--- src/rtl/camera_pkg.sv ---
`default_nettype none
// ============================================================================
// Module      : camera_pkg
// Description : Shared definitions for the camera product-code link. These
//               are the line-code constant and type, the transmitter state
//               enum, and a helper that sizes the hold/gap down-counter.
//               CameraModule uses the same code constants.
// Revision    : 1.0 - initial release
// ============================================================================
package camera_pkg;

    // 3-bit product code on the camera line. Codes 1..7 are products.
    typedef logic [2:0] cam_code_t;

    // Line code meaning "no product present".
    localparam cam_code_t CAM_NONE = 3'd0;

    // Transmitter states. The encoding width is stated explicitly.
    typedef enum logic [1:0] {
        IDLE  = 2'd0,
        DRIVE = 2'd1,
        GAP   = 2'd2
    } cam_tx_state_t;

    // Width of a counter that must hold max(hold, gap).
    function automatic int unsigned cam_cnt_width(input int unsigned hold,
                                                  input int unsigned gap);
        int unsigned m;
        m = (hold > gap) ? hold : gap;
        return $clog2(m + 1);
    endfunction

endpackage : camera_pkg
`default_nettype wire

--- src/rtl/camera_code_fifo.sv ---
`default_nettype none
// ============================================================================
// Module      : camera_code_fifo
// Description : Synchronous FIFO for pending product codes. It is 3 bits wide
//               and DEPTH entries deep, with a registered occupancy count and
//               full/empty flags derived from that count. The head entry is
//               always visible on head_o (show-ahead).
// Ports       : clk      - clock, rising edge
//               rst_n    - asynchronous active-low reset (pointers/count)
//               push_i   - write wdata_i (ignored when full)
//               wdata_i  - code to enqueue
//               pop_i    - drop the head entry (ignored when empty)
//               head_o   - oldest entry
//               full_o   - count == DEPTH
//               empty_o  - count == 0
// Revision    : 1.0 - initial release
// ============================================================================
module camera_code_fifo
    import camera_pkg::*;
#(
    parameter int DEPTH = 4
) (
    input  logic       clk,
    input  logic       rst_n,
    input  logic       push_i,
    input  logic [2:0] wdata_i,
    input  logic       pop_i,
    output logic [2:0] head_o,
    output logic       full_o,
    output logic       empty_o
);

    localparam int c_ptr_w = $clog2(DEPTH);
    localparam logic [c_ptr_w:0] c_full_count = (c_ptr_w + 1)'(DEPTH);

    logic [2:0]         mem_q [DEPTH];
    logic [c_ptr_w-1:0] wr_ptr_q;
    logic [c_ptr_w-1:0] rd_ptr_q;
    logic [c_ptr_w:0]   count_q;

    logic w_push;
    logic w_pop;

    assign full_o  = (count_q == c_full_count);
    assign empty_o = (count_q == '0);
    assign head_o  = mem_q[rd_ptr_q];

    // Guard against overflow/underflow so a misbehaving caller cannot corrupt
    // the count.
    assign w_push = push_i && !full_o;
    assign w_pop  = pop_i  && !empty_o;

    // Storage needs no reset. Stale contents are never observable because
    // the count gates every read.
    always_ff @(posedge clk) begin
        if (w_push) begin
            mem_q[wr_ptr_q] <= wdata_i;
        end
    end

    // Pointers wrap naturally because DEPTH is a power of two.
    always_ff @(posedge clk or negedge rst_n) begin
        if (!rst_n) begin
            wr_ptr_q <= '0;
            rd_ptr_q <= '0;
            count_q  <= '0;
        end else begin
            if (w_push) begin
                wr_ptr_q <= wr_ptr_q + 1'b1;
            end
            if (w_pop) begin
                rd_ptr_q <= rd_ptr_q + 1'b1;
            end
            case ({w_push, w_pop})
                2'b10:   count_q <= count_q + 1'b1;
                2'b01:   count_q <= count_q - 1'b1;
                default: count_q <= count_q;
            endcase
        end
    end

endmodule : camera_code_fifo
`default_nettype wire

--- src/rtl/camera_code_tx.sv ---
`default_nettype none
// ============================================================================
// Module      : camera_code_tx
// Description : Camera-side transmitter of the product-recognition line.
//               Accepted detections are queued. Each one is driven on
//               camera_output for HOLD_CYCLES cycles, followed by GAP_CYCLES
//               cycles of CAM_NONE. Code 0 detections are accepted, dropped,
//               and flagged on drop_err.
// Ports       : clk           - clock, rising edge
//               rst_n         - asynchronous active-low reset
//               det_valid     - detection offered
//               det_code      - offered product code (0 = invalid)
//               det_ready     - a detection can be accepted this cycle
//               camera_output - registered line code (0 = no product)
//               busy          - FSM not IDLE or queue non-empty (registered)
//               drop_err      - one-cycle pulse per discarded code 0
// Revision    : 1.0 - initial release
// ============================================================================
module camera_code_tx
    import camera_pkg::*;
#(
    parameter int HOLD_CYCLES = 50,
    parameter int GAP_CYCLES  = 4,
    parameter int FIFO_DEPTH  = 4
) (
    input  logic       clk,
    input  logic       rst_n,
    input  logic       det_valid,
    input  logic [2:0] det_code,
    output logic       det_ready,
    output logic [2:0] camera_output,
    output logic       busy,
    output logic       drop_err
);

    localparam int unsigned c_cnt_w = cam_cnt_width(HOLD_CYCLES, GAP_CYCLES);
    localparam logic [c_cnt_w-1:0] c_hold = c_cnt_w'(HOLD_CYCLES);
    localparam logic [c_cnt_w-1:0] c_gap  = c_cnt_w'(GAP_CYCLES);
    localparam logic [c_cnt_w-1:0] c_one  = c_cnt_w'(1);

    cam_tx_state_t      state_q, state_d;
    logic [c_cnt_w-1:0] cnt_q,   cnt_d;
    cam_code_t          out_q,   out_d;
    logic               busy_q,  busy_d;
    logic               drop_q,  drop_d;

    logic      w_full;
    logic      w_empty;
    cam_code_t w_head;
    logic      w_accept;
    logic      w_push;
    logic      w_pop;

    // Ready comes only from the registered count. A pop on the same edge
    // does not make room for a push.
    assign w_accept = det_valid && !w_full;
    assign w_push   = w_accept && (det_code != CAM_NONE);

    camera_code_fifo #(
        .DEPTH (FIFO_DEPTH)
    ) u_fifo (
        .clk     (clk),
        .rst_n   (rst_n),
        .push_i  (w_push),
        .wdata_i (det_code),
        .pop_i   (w_pop),
        .head_o  (w_head),
        .full_o  (w_full),
        .empty_o (w_empty)
    );

    // ------------------------------------------------------------------
    // State register (including the counter and registered outputs)
    // ------------------------------------------------------------------
    always_ff @(posedge clk or negedge rst_n) begin
        if (!rst_n) begin
            state_q <= IDLE;
            cnt_q   <= '0;
            out_q   <= CAM_NONE;
            busy_q  <= 1'b0;
            drop_q  <= 1'b0;
        end else begin
            state_q <= state_d;
            cnt_q   <= cnt_d;
            out_q   <= out_d;
            busy_q  <= busy_d;
            drop_q  <= drop_d;
        end
    end

    // ------------------------------------------------------------------
    // Next-state logic
    // ------------------------------------------------------------------
    always_comb begin
        state_d = state_q;
        cnt_d   = cnt_q;
        out_d   = out_q;
        w_pop   = 1'b0;

        case (state_q)
            IDLE: begin
                if (!w_empty) begin
                    w_pop   = 1'b1;
                    out_d   = w_head;
                    cnt_d   = c_hold;
                    state_d = DRIVE;
                end
            end

            DRIVE: begin
                if (cnt_q <= c_one) begin
                    out_d   = CAM_NONE;
                    cnt_d   = c_gap;
                    state_d = GAP;
                end else begin
                    cnt_d = cnt_q - 1'b1;
                end
            end

            GAP: begin
                if (cnt_q <= c_one) begin
                    // Chain straight into the next code so that queued
                    // codes are separated by exactly GAP_CYCLES zeros.
                    if (!w_empty) begin
                        w_pop   = 1'b1;
                        out_d   = w_head;
                        cnt_d   = c_hold;
                        state_d = DRIVE;
                    end else begin
                        out_d   = CAM_NONE;
                        cnt_d   = '0;
                        state_d = IDLE;
                    end
                end else begin
                    cnt_d = cnt_q - 1'b1;
                end
            end

            default: begin
                out_d   = CAM_NONE;
                cnt_d   = '0;
                state_d = IDLE;
            end
        endcase

        // Busy is computed one edge early so that the registered flag
        // matches "not IDLE or queue non-empty" in the same cycle. A pop
        // always moves the FSM to DRIVE, so the pre-edge empty flag plus
        // any push covers the queue side.
        busy_d = (state_d != IDLE) || w_push || !w_empty;
        drop_d = w_accept && (det_code == CAM_NONE);
    end

    // ------------------------------------------------------------------
    // Output logic
    // ------------------------------------------------------------------
    always_comb begin
        det_ready     = !w_full;
        camera_output = out_q;
        busy          = busy_q;
        drop_err      = drop_q;
    end

endmodule : camera_code_tx
`default_nettype wire

--- config.mk ---
export PLATFORM = sky130hd
export DESIGN_NAME = camera_code_tx
export DESIGN_NICKNAME = d
export VERILOG_FILES = /design/src/rtl/camera_pkg.sv /design/src/rtl/camera_code_fifo.sv /design/src/rtl/camera_code_tx.sv
export SDC_FILE = /design/constraint.sdc
export NUM_CORES = 1
export LEC_CHECK = 0
export ABC_CLOCK_PERIOD_IN_PS = 2430
export BUFFER_PORTS_ARGS = -buffer_cell sky130_fd_sc_hd__buf_2
export CAP_MARGIN = 20
export CELL_PAD_IN_SITES_DETAIL_PLACEMENT = 2
export CELL_PAD_IN_SITES_GLOBAL_PLACEMENT = 2
export CORE_ASPECT_RATIO = 1.75
export CORE_MARGIN = 4
export CORE_UTILIZATION = 36
export DETAILED_ROUTE_END_ITERATION = 16
export HOLD_SLACK_MARGIN = 0.06
export PLACE_DENSITY = 0.82
export SETUP_SLACK_MARGIN = 0.3
export SLEW_MARGIN = 20
export SYNTH_ARGS = -nofsm -noshare
export SYNTH_HDL_FRONTEND = slang
export SYNTH_HIERARCHICAL = 1
export SYNTH_SLANG_ARGS = --single-unit
--- constraint.sdc ---
create_clock -name clk -period 2.43 [get_ports clk]
set_clock_uncertainty 0.05 [all_clocks]
set_input_delay 0.3645 -clock clk [delete_from_list [all_inputs] [get_ports clk]]
set_output_delay 0.3645 -clock clk [all_outputs]
set_load 0.05 [all_outputs]
Yosys cells after proc, flatten, opt, wreduce, memory -nomap -nowiden
Memory sizes are Yosys's and may differ from the RTL's.
Cells that the tools add are included.
- add/sub/neg operators: 5
- magnitude comparators: 1
- eq/ne operators: 8
- mux-type cells: 21
- reduce and logical (&&, ||, !) cells: 16
- operators with widths (operator ; count):
    2-to-1 mux 6 bit ; 4
    case mux 6 bit (3 select lines) ; 1
    2-to-1 mux 3 bit ; 4
    case mux 3 bit (3 select lines) ; 1
    <= comparator 6 x 1 -> 1 bit, second input constant ; 1
    zero test 3 bit ; 2
    2-to-1 mux 2 bit ; 3
    inequality test 2 bit, second input constant ; 3
    case mux 2 bit (3 select lines) ; 1
    case mux 3 bit (2 select lines) ; 1
    subtractor 6 x 1 -> 6 bit, second input constant ; 1
    logical AND 1 bit ; 5
    2-to-1 mux 1 bit ; 5
    adder 2 x 1 -> 2 bit, second input constant ; 2
    equality test 2 x 1 -> 1 bit, second input constant ; 2
    equality test 2 bit, second input constant ; 2
    nonzero test 2 bit ; 2
    adder 3 x 1 -> 3 bit, second input constant ; 1
    equality test 3 bit, second input constant ; 1
    AND reduction 3 bit ; 1
    nonzero test 3 bit ; 1
    subtractor 3 x 1 -> 3 bit, second input constant ; 1
    zero test 1 bit ; 2
    zero test 2 bit ; 1
    other kinds (2) ; 3
- register bits after elaboration: 20
- memory bits (writable): 12
- input bits: 6
- output and inout port bits: 6
- logic and storage cells: 60
- memories: 1
- memory list (memory ; words ; bits a word ; rd ports ; clocked after memory_dff ; wr ports ; RTL line ; text):
    u_fifo.mem_q ; 4 ; 3 ; 1 ; 0 ; 1 ; camera_code_fifo.sv:36 ; logic [2:0] mem_q [DEPTH];

Logic depth before layout (Yosys ltp)
Gate-level depths: netlist of run 1.
- depth in word-level cells: 7
- gate-level depth with buffers: 12
- depth with buffers taken out: 12

By module
The synthesis of run 1 kept the hierarchy.
- by module, submodules not included (module ; instances ; cells an instance ; area each (um^2) ; sequential area each (um^2)):
    camera_code_fifo ; 1 ; 53 ; 874.6 ; 535.5
    camera_code_tx ; 1 ; 86 ; 794.5 ; 325.3

Least setup slack after synthesis of run 1
OpenSTA, ideal clock, no wires.
- path kind: reg-to-reg
- start: reg cnt_q[4]
- end: reg u_fifo.count_q[2]
- arrival: 2.482 ns
- path slack: -0.181 ns
- stages on the path, launching flop included: 11
- path through: dfrtp_1 -> or4_4 -> o31ai_4 -> and2_1 -> o31a_2 -> ha_1 -> inv_1 -> fa_1 -> xor2_1 -> nor2_1 -> xor2_1
- longest elaborated chain between the ends: 6
- elaborated cells on any way between the ends: 8
- those cells by class: order compare: 1; eq/ne: 2; mux: 3; reduce/logical: 2
- RTL lines (item ; RTL line ; text):
    start, declared ; camera_code_tx.sv:42 ; logic [c_cnt_w-1:0] cnt_q, cnt_d;
    start signal, assigned ; camera_code_tx.sv:84 ; cnt_q <= cnt_d;
    <= comparator 6 x 1 -> 1 bit * ; camera_code_tx.sv:121 ; if (cnt_q <= c_one) begin
    2-to-1 mux 1 bit * ; camera_code_tx.sv:121 ;
    case mux 1 bit (2 select lines) * ; camera_code_tx.sv:100 ; case (state_q)
    via w_pop ; camera_code_tx.sv:52 ; logic w_pop;
    logical AND 1 bit * ; camera_code_fifo.sv:51 ; assign w_pop = pop_i && !empty_o;
    via u_fifo.w_pop ; camera_code_fifo.sv:42 ; logic w_pop;
    equality test 2 x 1 -> 1 bit or equality test 2 bit (tied branches) ; camera_code_fifo.sv:74 ; case ({w_push, w_pop})
    case mux 3 bit (2 select lines) or nonzero test 2 bit (tied branches) ; n/a ;
    end signal, assigned ; camera_code_fifo.sv:75 ; 2'b10: count_q <= count_q + 1'b1;
    end signal, assigned ; camera_code_fifo.sv:76 ; 2'b01: count_q <= count_q - 1'b1;
    end signal, assigned ; camera_code_fifo.sv:77 ; default: count_q <= count_q;
    end, declared ; camera_code_fifo.sv:39 ; logic [c_ptr_w:0] count_q;
The timed path passes the listed nets; every way through them passes the cells marked *.
A chain may end at the register's enable or synchronous reset.

Worst setup path after layout of run 1
- start: reg cnt_q[2]
- end: reg u_fifo.count_q[2]
The elaborated chain is that of the path after synthesis.

==> results.txt, run 1 <==
- Setup violations remaining at the end of the flow were counted as 2.
- Once the floorplan was initialized, standard cells occupied 37.56% of the core.
- The cell area that synthesis handed to floorplanning was 1669 um2.
- Total via count after detailed routing: 1286
- In this run the static leakage power is 0.9121 nW.
* Number of design rule violations left after detail routing: 0
* Largest fanout on the critical path: 2
* Chip width: 59.47 um
* Number of enable flip-flop cells after synthesis: 12
- The die covers 5833 um2.
- Wires add up to 4874 um.
* H-tree lvl count: 2
- Number of clock sinks: 32
- Excluding fillers, the count of instances in the completed layout stands at 234.
* Diodes inserted: 0
* Layout cell share with drive strength beyond 1: 36.61%
* Worst skew pair latency: 0.30 ns
* Number of clock buffers inserted by TritonCTS: 5
- Power per unit of standard cell area: 1427 nW/um2
- Grt ovf: 0
- Ports: 12
- Average wire per cell in the routed design: 20.83 um
- For the pin with the worst max-slew slack, the measured transition is 0.4763 ns.
- Post-synthesis async set-or-reset flop share: 62.50%
- Number of global-route vias before repair: 1492
* Drt pass-1 iters: 4
* Placed Instances: 217
* Count of routing violations after the opening detailed-route iteration: 51
* Sort of element at the start of the critical path: flop
- At the end of the flow the core is filled with cells to 47.80%.
- Nets: 196
- Yosys printed 6 warnings.
- Worst IR drop on VDD: 0.0009642 V
- Number of standard cells after synthesis: 139
- In this run, synthesis produced a sequential element count of 32.
- The tree is rooted in a sky130_fd_sc_hd__clkbuf_8.
- Setup Slack @ Placement: -0.1706 ns
- The worst hold path belongs to the class input pin to flop.
* Pin count of the biggest net entering global routing: 21
- CP Capture Type: flop
- From synthesis to final layout, the design area changed by 27.29%.
* Pwr Total: 3.032 mW
- Hold slack final: 0.2570 ns
- For this run, the total global-route usage over all layers was measured as 18.71%.
- Routability-driven placement finished with a final weighted congestion of 0.8698.
- Max-slew headroom at the worst pin: 68.25%
* Final worst-path cycle share: 108.4%
- TritonCTS clock tree: yes
- The most used flip-flop cell after synthesis is sky130_fd_sc_hd__dfrtp_1.
- Summing all multi-input logic gate instances after layout gives 767.0 um2.
- The routed design could run at a clock period as short as 2.635 ns.
- First-pass GRT wire length: 8004 um
* Most frequent cells in the layout: sky130_fd_sc_hd__buf_4, sky130_fd_sc_hd__dfrtp_1, sky130_fd_sc_hd__edfxtp_1
- The run finished, with violations left.
- The number of antenna violations at the first check in global routing came to 0.
- Setup repair after global routing could not meet its margin everywhere.
- Arrival time worst endpoint: 2.80 ns
- The wire-length estimate of the detail-placed layout is 3451 um.
* Logic depth of the worst register-to-register path: 10
* Share of the yosys chip area belonging to registers: 51.57%
* Maximum clock rate: 0.3795 GHz
- Count of fill cells added during filler insertion: 445
- In this run the tool buffered the top-level ports with 11 buffer cells.
- In the post-route analysis, the smallest setup slack over all paths is -0.2050 ns.
- Mean Syn Cell Area: 12.01 um2
* Antenna violation net count after detailed routing: 0
- Number of max-slew violations in the final report: 0
* Standard cell core area: 4444 um2
- After detailed routing, the number of vias per cell comes to 5.496.
- Area taken by flip-flops and latches: 862.1 um2
- The number of nets in the synthesized netlist is 153.
- Critical path required time: 2.59 ns
* Final hold violations: 0
- Violated checks: setup timing
- Leaving out fill and tap cells, the most frequent cell in the layout is sky130_fd_sc_hd__buf_4.
- Max-cap violations: 0
- Counting instances, the worst hold path has a depth of 1.
- Worst setup path class: flop to flop
- Register clock-pin slew on the reported worst setup and hold paths: 0.07 ns
- Netlist cell types: 44
- Clock buffer depth: 2
- Height of the die: 98.08 um
* Placement Rows: 32
kinds of logic after synthesis:
kind of cell	synth area share (%)
AO/OA/AOI/OAI	13.04
XOR/XNOR	4.197
adder cells (fa/ha/maj)	6.447
buffers and inverters	3.523
flip-flops	51.57
multiplexers	6.146
AND/OR/NAND/NOR	15.07
area by class of cell:
class	count	share of cell area (%)
Multi-Input combinational cell	92	36.10
Clock inverter	3	2.002
Timing Repair Buffer	39	12.96
Sequential cell	32	40.58
Inverter	12	2.120
Tap cell	51	3.004
Clock buffer	5	3.239
sequential cells by signal, summed over array words and instances, names as in the netlist:
name             flops
u_fifo/count_q       3
state_q              2
cnt_q                6
u_fifo/rd_ptr_q      2
u_fifo/wr_ptr_q      2
drop_err             1
busy                 1
u_fifo/mem_q        12
camera_output        3
per-layer routing:
layer | part of all wire (%) | track usage [%] | up-vias | routed length (um)
li1 | - | - | 597 | -
met1 | 35 | 19.51 | 649 | 1703
met4 | 3.7 | 9.250 | 0 | 179
met3 | 2.5 | 3.439 | 13 | 122
met5 | 0 | 0 | - | 0
met2 | 59 | 33.87 | 27 | 2868
per-stage QoR:
stage / instance area (um2) / setup TNS (ns)
6_report: 2125 / -0.2854
5_1_grt: 2125 / -0.4975
4_1_cts: 2082 / -0.3016
3_5_place_dp: 1932 / -0.1913
3_3_place_gp: 1932 / -0.05340
2_1_floorplan: 1684 / -0.2124
where the power goes:
| part | internal [mW] | leakage, nW | switching (mW) | total, mW |
|---|---|---|---|---|
| combinational | 0.744 | 0.510 | 0.861 | 1.60 |
| clock | 0.303 | 0.0541 | 0.215 | 0.518 |
| sequential | 0.752 | 0.348 | 0.156 | 0.908 |
| total | 1.80 | 0.912 | 1.23 | 3.03 |
worst max-delay path, cell delays in order (launching register included):
cell and delay (ns):
sky130_fd_sc_hd__dfrtp_1 0.38, sky130_fd_sc_hd__or4_4 0.57, sky130_fd_sc_hd__o31ai_4 0.26, sky130_fd_sc_hd__and2_1 0.16
sky130_fd_sc_hd__o31a_2 0.18, sky130_fd_sc_hd__ha_4 0.14, sky130_fd_sc_hd__inv_2 0.03, sky130_fd_sc_hd__fa_2 0.33
sky130_fd_sc_hd__xor2_1 0.16, sky130_fd_sc_hd__nor2_1 0.13, sky130_fd_sc_hd__xor2_1 0.17
worst paths after layout:
kind / start / slack, ns / end
setup / recovery: cnt_q[2] / -0.21 / u_fifo/count_q[2]
hold / removal: det_code[0] / 0.26 / u_fifo/mem_q[0][0]
setup reg to reg: cnt_q[2] / -0.21 / u_fifo/count_q[2]
hold reg to reg: u_fifo/count_q[2] / 0.51 / u_fifo/count_q[2]
max in group asynchronous: rst_n / 1.48 / cnt_q[0]
min in group asynchronous: rst_n / 0.50 / camera_output[1]
synthesized netlist by cell type, types with 2 or more instances:
| library cell | count | area [um2] |
|---|---|---|
| sky130_fd_sc_hd__and2_1 | 2 | 12.51 |
| sky130_fd_sc_hd__buf_2 | 2 | 10.01 |
| sky130_fd_sc_hd__nor3b_1 | 2 | 15.01 |
| sky130_fd_sc_hd__inv_1 | 12 | 45.04 |
| sky130_fd_sc_hd__and3_1 | 2 | 12.51 |
| sky130_fd_sc_hd__xor2_1 | 4 | 35.03 |
| sky130_fd_sc_hd__o22ai_1 | 2 | 12.51 |
| sky130_fd_sc_hd__and2_2 | 3 | 22.52 |
| sky130_fd_sc_hd__ha_1 | 7 | 87.58 |
| sky130_fd_sc_hd__mux4_2 | 3 | 67.56 |
| sky130_fd_sc_hd__nor2_1 | 8 | 30.03 |
| sky130_fd_sc_hd__mux2i_1 | 2 | 20.02 |
| sky130_fd_sc_hd__a22oi_1 | 5 | 37.54 |
| sky130_fd_sc_hd__nor3_1 | 3 | 15.01 |
| sky130_fd_sc_hd__edfxtp_1 | 12 | 360.4 |
| sky130_fd_sc_hd__xnor2_1 | 4 | 35.03 |
| sky130_fd_sc_hd__dfrtp_1 | 20 | 500.5 |
| sky130_fd_sc_hd__nand3_1 | 5 | 25.02 |
| sky130_fd_sc_hd__or4_1 | 2 | 15.01 |
| sky130_fd_sc_hd__or2_2 | 2 | 12.51 |
| sky130_fd_sc_hd__a21oi_1 | 3 | 15.01 |
| sky130_fd_sc_hd__nand2_1 | 4 | 15.01 |
| sky130_fd_sc_hd__o21ai_0 | 8 | 40.04 |
| sky130_fd_sc_hd__or4_4 | 2 | 22.52 |
timing repair:
item                                   4_1_cts  5_1_grt
resized for setup                            2        2
buffers inserted                             3        5
setup endpoints to repair                    2        6
endpoints found under the hold margin       20        0
hold buffers                                 1        0
pin swaps                                    5        5
Power figures use the tool's default switching activity.
==> run 2, diff against run 1 <==
- REMOVE_ABC_BUFFERS: not set -> 1
- TNS_END_PERCENT: not set -> 10
==> results.txt, run 2 (same netlist as run 1, synthesis figures left out) <==
* Run status: finished, violations left
- Violated checks: setup timing
- The DRC violations left came to 0 (unchanged).
- Min-Delay Endpoint: u_fifo/mem_q[3][0]
- Worst IR drop on VDD: 0.0005975 V (-38%)
* Drt pass-1 iters: 4 (unchanged)
- Standby leakage power: 0.8700 nW (-4.6%)
- The number of max-cap violations is 0 (unchanged).
- The number of buffers created by CTS was 5 (unchanged).
* Setup Slack @ Placement: -0.1617 ns (+0.008909 ns)
- The final period demand of the worst path came to 2.505 ns (-0.1297 ns).
- The number of endpoints with negative hold slack in the final report was 0 (unchanged).
* Die area: 5833 um2 (unchanged)
* Setup repair after global routing missed its margin: true
- Placed Instances: 216 (-0.46%)
- The library cell used most frequently in the layout, excluding fill and tap cells, is sky130_fd_sc_hd__dfrtp_1.
- Buffers added on ports: 11 (unchanged)
* Max-slew headroom at the worst pin: 69.23% (+0.98 points)
- The maximum level of the CTS H-tree was 2 (unchanged).
* Slew at the pin closest to its max-slew limit: 0.4574 ns (-0.01896 ns)
- Arrival time worst endpoint: 2.66 ns (-0.14 ns)
* Worst skew pair latency: 0.28 ns (-0.02 ns)
- Clock buffer depth: 2 (unchanged)
- The number of cell instances on the worst register-to-register path was 10 (unchanged).
- The worst-path maximum fanout was 2 (unchanged).
* CP Capture Type: flop
* Nets: 188 (-4.1%)
- The total routed wirelength is 4406 um (-9.6%).
* Ports: 12 (unchanged)
- Root buf cell: sky130_fd_sc_hd__clkbuf_8
- Switching power: 1.172 mW (-4.9%)
* Maximum clock rate: 0.3991 GHz (+5.2%)
- Largest reg by FF count: u_fifo/mem_q
- Standard cell core area: 4444 um2 (unchanged)
- The data required time of the critical path came to 2.59 ns (about the same).
- The fraction of power consumed by sequential logic was 32.1% (+2.1 points).
- The overflow left after global routing came to 0 (unchanged).
- The height of the chip was 98.08 um (unchanged).
- Number of clock sinks: 32 (unchanged)
* Sort of element at the start of the critical path: flop
- The design internal power is 1.640 mW (-8.9%).
- Flip-flop count of the largest register, all copies and words added: 12 (unchanged)
- The number of antenna-violating nets in the routed design is 0 (unchanged).
- Worst setup path class: flop to flop
* Final worst-path cycle share: 103.1% (-5.3 points)
- R2R setup slack: -0.08 ns (+0.13 ns)
- Initial standard-cell utilization of the core: 37.56% (unchanged)
- The clock network fraction of design power came to 13.6% (-3.5 points).
- The vias per cell is 5.442 (-0.97%).
- In the layout the commonest cells are sky130_fd_sc_hd__dfrtp_1, sky130_fd_sc_hd__buf_4, sky130_fd_sc_hd__edfxtp_1.
- The worst hold slack after final layout is 0.2638 ns (+0.006772 ns).
- The power per standard cell area came to 1377 nW/um2 (-3.5%).
- P&R area growth vs syn: 22.34%
* Number of global-route vias before repair: 1403 (-6.0%)
* Chip width: 59.47 um (unchanged)
- The area of placed instances is 1909 um2 (-1.2%).
- The pin count of the biggest net entering global routing is 21 (unchanged).
- The startpoint identified for the worst register-to-register timing path is cnt_q[4].
- The average wire length per cell after detail routing is 19.50 um (-6.4%).
* Final Cell Area: 2042 um2 (-3.9%)
- The number of antenna repair diodes is 0 (unchanged).
- The portion of total power attributed to combinational logic came to 54.3% (+1.4 points).
- Origin of the worst min-delay path: det_code[0]
* Total Routing Usage GR: 16.85% (-1.9 points)
- Antenna violations before repair: 0 (unchanged)
* First-pass GRT wire length: 7169 um (-10%)
- The count of placed standard cells in the final layout, fillers left out came to 226 (-3.4%).
- The final estimated routing congestion in global placement was 0.7517 (-14%).
* Endpoint of the worst-slack reg-to-reg timing path: u_fifo/count_q[2]
- The detailed placement HPWL was 3497 um (+1.3%).
* Registers with the highest flip-flop counts: u_fifo/mem_q: 12 flops, cnt_q: 6 flops
- Final-report setup violation count: 1 (-1)
- Type of the worst min-delay path: input pin to flop
* Worst setup margin: -0.07538 ns (+0.1297 ns)
- Depth of the worst hold-timing path: 1 (unchanged)
* Register clock-pin slew on the reported worst setup and hold paths: 0.06 ns (about the same)
- Fraction of power spent switching nets: 41.68% (+1.0 points)
- The via count of the routed design is 1230 (-4.4%).
- Number of max-slew violations in the final report: 0 (unchanged)
* Layout cell share with drive strength beyond 1: 34.29% (-2.3 points)
- The number of violations reported at the end of detailed-routing iteration 0 came to 41 (-20%).
* Placement Rows: 32 (unchanged)
- TritonCTS clock tree: yes
==> run 2: cell types whose count changed in the layout (fill, tap and decap cells not counted), sizes merged <==
cell / previous run / this run
bufinv: 1 / 0
clkinv: 1 / 3
clkinvlp: 1 / 0
buf: 38 / 30
==> run 2: per-stage QoR <==
stage / total power, mW / setup TNS (ns) / util (%)
finish: 2.812 / -0.07538 / 45.95
global route: 3.027 / -0.2129 / 45.95
CTS: 2.817 / -0.1022 / 45.38
detailed placement: 2.383 / -0.1617 / 42.96
global placement: 2.259 / -0.04867 / 42.96
floorplan: 1.810 / -0.1808 / -
==> run 2: power by group through the flow <==
stage | sequential [mW] | clock, mW | combinational (mW)
finish | 0.902 | 0.383 | 1.53
global route | 0.933 | 0.423 | 1.67
CTS | 0.905 | 0.399 | 1.51
detailed placement | 0.906 | 0 | 1.48
global placement | 0.889 | 0 | 1.37
floorplan | 1.00 | 0 | 0.810
==> run 2: worst max-delay path by stage <==
| stage | start | end | slack, ns | cells after the start |
|---|---|---|---|---|
| global placement | cnt_q[4] | u_fifo/count_q[2] | -0.05 | 10 |
| finish | cnt_q[4] | u_fifo/count_q[2] | -0.08 | 10 |
| global route | cnt_q[4] | u_fifo/count_q[2] | -0.17 | 10 |
| floorplan | cnt_q[4] | u_fifo/count_q[2] | -0.18 | 10 |
| detailed placement | cnt_q[4] | u_fifo/count_q[2] | -0.16 | 10 |
| CTS | cnt_q[4] | u_fifo/count_q[2] | -0.10 | 10 |
==> run 2: cell type report <==
class / count / area, um2
Clock buffer: 5 / 68.82
Clock inverter: 3 / 13.76
Fill cell: 470 / 2402
Inverter: 12 / 45.04
Multi-Input combinational cell: 92 / 782.0
Sequential cell: 32 / 860.8
Tap cell: 51 / 63.81
Timing Repair Buffer: 31 / 207.7
==> run 2: worst max-delay path, cell delays in order, from the launching register on <==
cell and delay, ns:
sky130_fd_sc_hd__dfrtp_1 0.38, sky130_fd_sc_hd__or4_4 0.56, sky130_fd_sc_hd__o31ai_4 0.21, sky130_fd_sc_hd__and2_1 0.16
sky130_fd_sc_hd__o31a_2 0.16, sky130_fd_sc_hd__ha_4 0.14, sky130_fd_sc_hd__inv_2 0.03, sky130_fd_sc_hd__fa_2 0.33
sky130_fd_sc_hd__xor2_1 0.15, sky130_fd_sc_hd__nor2_1 0.11, sky130_fd_sc_hd__xor2_1 0.15
==> run 2: timing repair <==
action,4_1_cts,5_1_grt
pin swaps,1,4
buffers inserted,0,1
hold buffers,1,0
hold endpoints to repair,20,0
endpoints found under the setup margin,2,3
resized for setup,4,4
==> run 2: metal layers <==
layer  wire length [um]  part of all wire [%]  up-vias  GRT usage (%)
li1                   -                     -      579              -
met1               1506                    34      629          15.96
met2               2741                    62       16          33.53
met3                 80                   1.8        6          2.778
met4                 77                   1.7        0          5.759
met5                  0                     0        -              0
==> run 3, diff against run 2 <==
- ABC_CLOCK_PERIOD_IN_PS: 2430 -> 2300
- clock period: 2.43 -> 2.3 ns (I/O delays scaled with it)
==> results.txt, run 3 (same netlist as run 1, synthesis figures left out) <==
* Total negative setup slack: -0.3559 ns (-0.2805 ns)
* Shortest period the worst path allows: 2.526 ns (+0.02073 ns)
- Placement Rows: 32 (unchanged)
- Slew at the pin closest to its max-slew limit: 0.4817 ns (+0.02432 ns)
- Logic depth of the worst register-to-register path: 10 (unchanged)
* Wire length after detailed routing: 4934 um (+12%)
* Most frequent cells in the layout: sky130_fd_sc_hd__dfrtp_1, sky130_fd_sc_hd__buf_4, sky130_fd_sc_hd__edfxtp_1
- Total Routing Usage GR: 18.93% (+2.1 points)
- Height of the die: 98.08 um (unchanged)
- Maximum clock rate: 0.3959 GHz (-0.82%)
- First-pass GRT wire length: 8073 um (+13%)
- The clock tree buffer depth came to 2 (unchanged).
- The worst-path maximum fanout came to 2 (unchanged).
- Antenna violations before repair: 0 (unchanged)
- Standard cell core area: 4444 um2 (unchanged)
- By startpoint and endpoint, the worst setup path is classified as flop to flop.
- The clock network latency to the later pin of the worst-skew pair was 0.29 ns (about the same).
* Max stage delay on crit path: 0.56 ns (about the same)
- Number of clock buffers inserted by TritonCTS: 5 (unchanged)
- Registers with the highest flip-flop counts: u_fifo/mem_q: 12 flops, cnt_q: 6 flops
- In this run the worst hold path is classified as input pin to flop.
- Most common cell on crit path: sky130_fd_sc_hd__xor2_1
- Worst setup margin: -0.2261 ns (-0.1507 ns)
- Diodes inserted: 0 (unchanged)
- TritonCTS clock tree: yes
- The final number of max-transition violations came to 0 (unchanged).
- Final standard cell count with taps included and fillers excluded: 230 (+1.8%)
* Count of routing violations after the opening detailed-route iteration: 45 (+9.8%)
- The arrival time at the worst endpoint came to 2.64 ns (-0.02 ns).
* Initial standard-cell utilization of the core: 37.56% (unchanged)
- Standby leakage power: 0.9149 nW (+5.2%)
* Total via count after detailed routing: 1274 (+3.6%)
- The count of placed standard cells including taps is 218 (+0.93%).
- Worst IR drop on VDD: 0.0008122 V (+36%)
* Final hold violations: 0 (unchanged)
* Grt ovf: 0 (unchanged)
* Drt pass-1 iters: 4 (unchanged)
* Sort of element at the start of the critical path: flop
- H-tree lvl count: 2 (unchanged)
- Power per unit of standard cell area: 1528 nW/um2 (+11%)
* HPWL after detailed placement: 3515 um (+0.51%)
- The share of the clock period used by the worst path was 109.8% (+6.7 points).
- Die area: 5833 um2 (unchanged)
* Setup Slack @ Placement: -0.3423 ns (-0.1807 ns)
- Setup repair after global routing missed its margin: true
* Final estimated routing congestion in global placement: 0.7694 (+2.4%)
- The number of flip-flops under the largest register name is 12 (unchanged).
* Antenna violation net count after detailed routing: 0 (unchanged)
* Number of global-route vias before repair: 1509 (+7.6%)
- The total number of nets in the final design is 192 (+2.1%).
- The data required time of the critical path was 2.42 ns (-0.17 ns).
- In this run the clock root is driven by a sky130_fd_sc_hd__clkbuf_8.
* P&R area growth vs syn: 29.16%
- Largest reg by FF count: u_fifo/mem_q
- The worst setup path is captured at a flop.
- Number of clock sinks: 32 (unchanged)
- Ports: 12 (unchanged)
- The number of max-cap violations is 0 (unchanged).
- The vias per cell came to 5.539 (+1.8%).
- Average wire per cell in the routed design: 21.45 um (+10%)
- The hold path depth was 1 (unchanged).
- The fraction of layout instances using a drive strength above 1 came to 40.22% (+5.9 points).
* Violated checks: setup timing
- The count of input and output buffers came to 11 (unchanged).
- The relative slew slack came to 67.89% (-1.3 points).
- Final-report setup violation count: 2 (+1)
- Run status: finished, violations left
* R2R setup slack: -0.23 ns (-0.15 ns)
- Slowest CP cell: sky130_fd_sc_hd__or4_4
* Chip width: 59.47 um (unchanged)
- The DRC violations left came to 0 (unchanged).
* CP Cell Sequence: or4_4, o31ai_4, and2_4, o31a_4, ha_4, inv_2, fa_2, xor2_1, nor2_1, xor2_1
* Register clock-pin slew on the reported worst setup and hold paths: 0.07 ns (about the same)
- Pin count of the biggest net entering global routing: 21 (unchanged)
==> run 3: cell type report <==
cell class / instances / area, um2
Fill cell: 441 / 2288
Sequential cell: 32 / 862.1
Multi-Input combinational cell: 92 / 825.8
Timing Repair Buffer: 35 / 252.7
Clock buffer: 5 / 68.82
Tap cell: 51 / 63.81
Inverter: 12 / 45.04
Clock inverter: 3 / 37.54
==> run 3: timing repair <==
action                                  4_1_cts  5_1_grt
buffers inserted                              2        1
pin swaps                                     8        8
hold buffers                                  1        0
gates resized for setup                       7       16
endpoints found under the setup margin        5       11
hold endpoints to repair                     20        0
==> run 3: worst max-delay path, delay by kind of cell (launching register included) <==
kind                       cells  cell delay (ns)
buffers and inverters          1             0.03
adders and majority gates      2             0.46
and+or+nand+nor                3             0.81
xor gates and xnor gates       2             0.30
AOI/OAI and AO/OA              2             0.35
DFF                            1             0.39
==> run 3: report_power, final <==
group / internal [mW] / leakage [nW] / switching, mW
Clock: 0.315 / 0.0532 / 0.208
Combinational: 0.838 / 0.514 / 0.958
Sequential: 0.795 / 0.348 / 0.180
Total: 1.95 / 0.915 / 1.35
==> run 3: final timing paths <==
kind	startpoint	endpoint
min in group asynchronous	rst_n	cnt_q[1]
max in group asynchronous	rst_n	cnt_q[0]
worst max register to register	cnt_q[4]	u_fifo/count_q[2]
worst min register to register	camera_output[2]	camera_output[2]
worst max-delay path	cnt_q[4]	u_fifo/count_q[2]
worst min-delay path	det_code[1]	u_fifo/mem_q[3][1]
==> run 3: layer usage <==
metal,vias up,wire [um],track usage (%)
met5,-,0,0
met4,0,205,9.948
met3,20,166,3.439
met2,35,2891,34.96
met1,631,1671,18.78
li1,588,-,-
==> run 3: through the flow <==
| stage | util, % | total power, mW | area [um2] | hold slack, ns |
|---|---|---|---|---|
| after floorplan | - | 1.912 | 1655 | -0.0005911 |
| after global placement | 43.30 | 2.408 | 1924 | 0.2609 |
| after global routing | 48.51 | 3.525 | 2156 | 0.2441 |
| final | 48.51 | 3.294 | 2156 | 0.2428 |
| after detailed placement | 43.30 | 2.542 | 1924 | 0.2762 |
| after CTS | 46.99 | 3.187 | 2088 | 0.2362 |
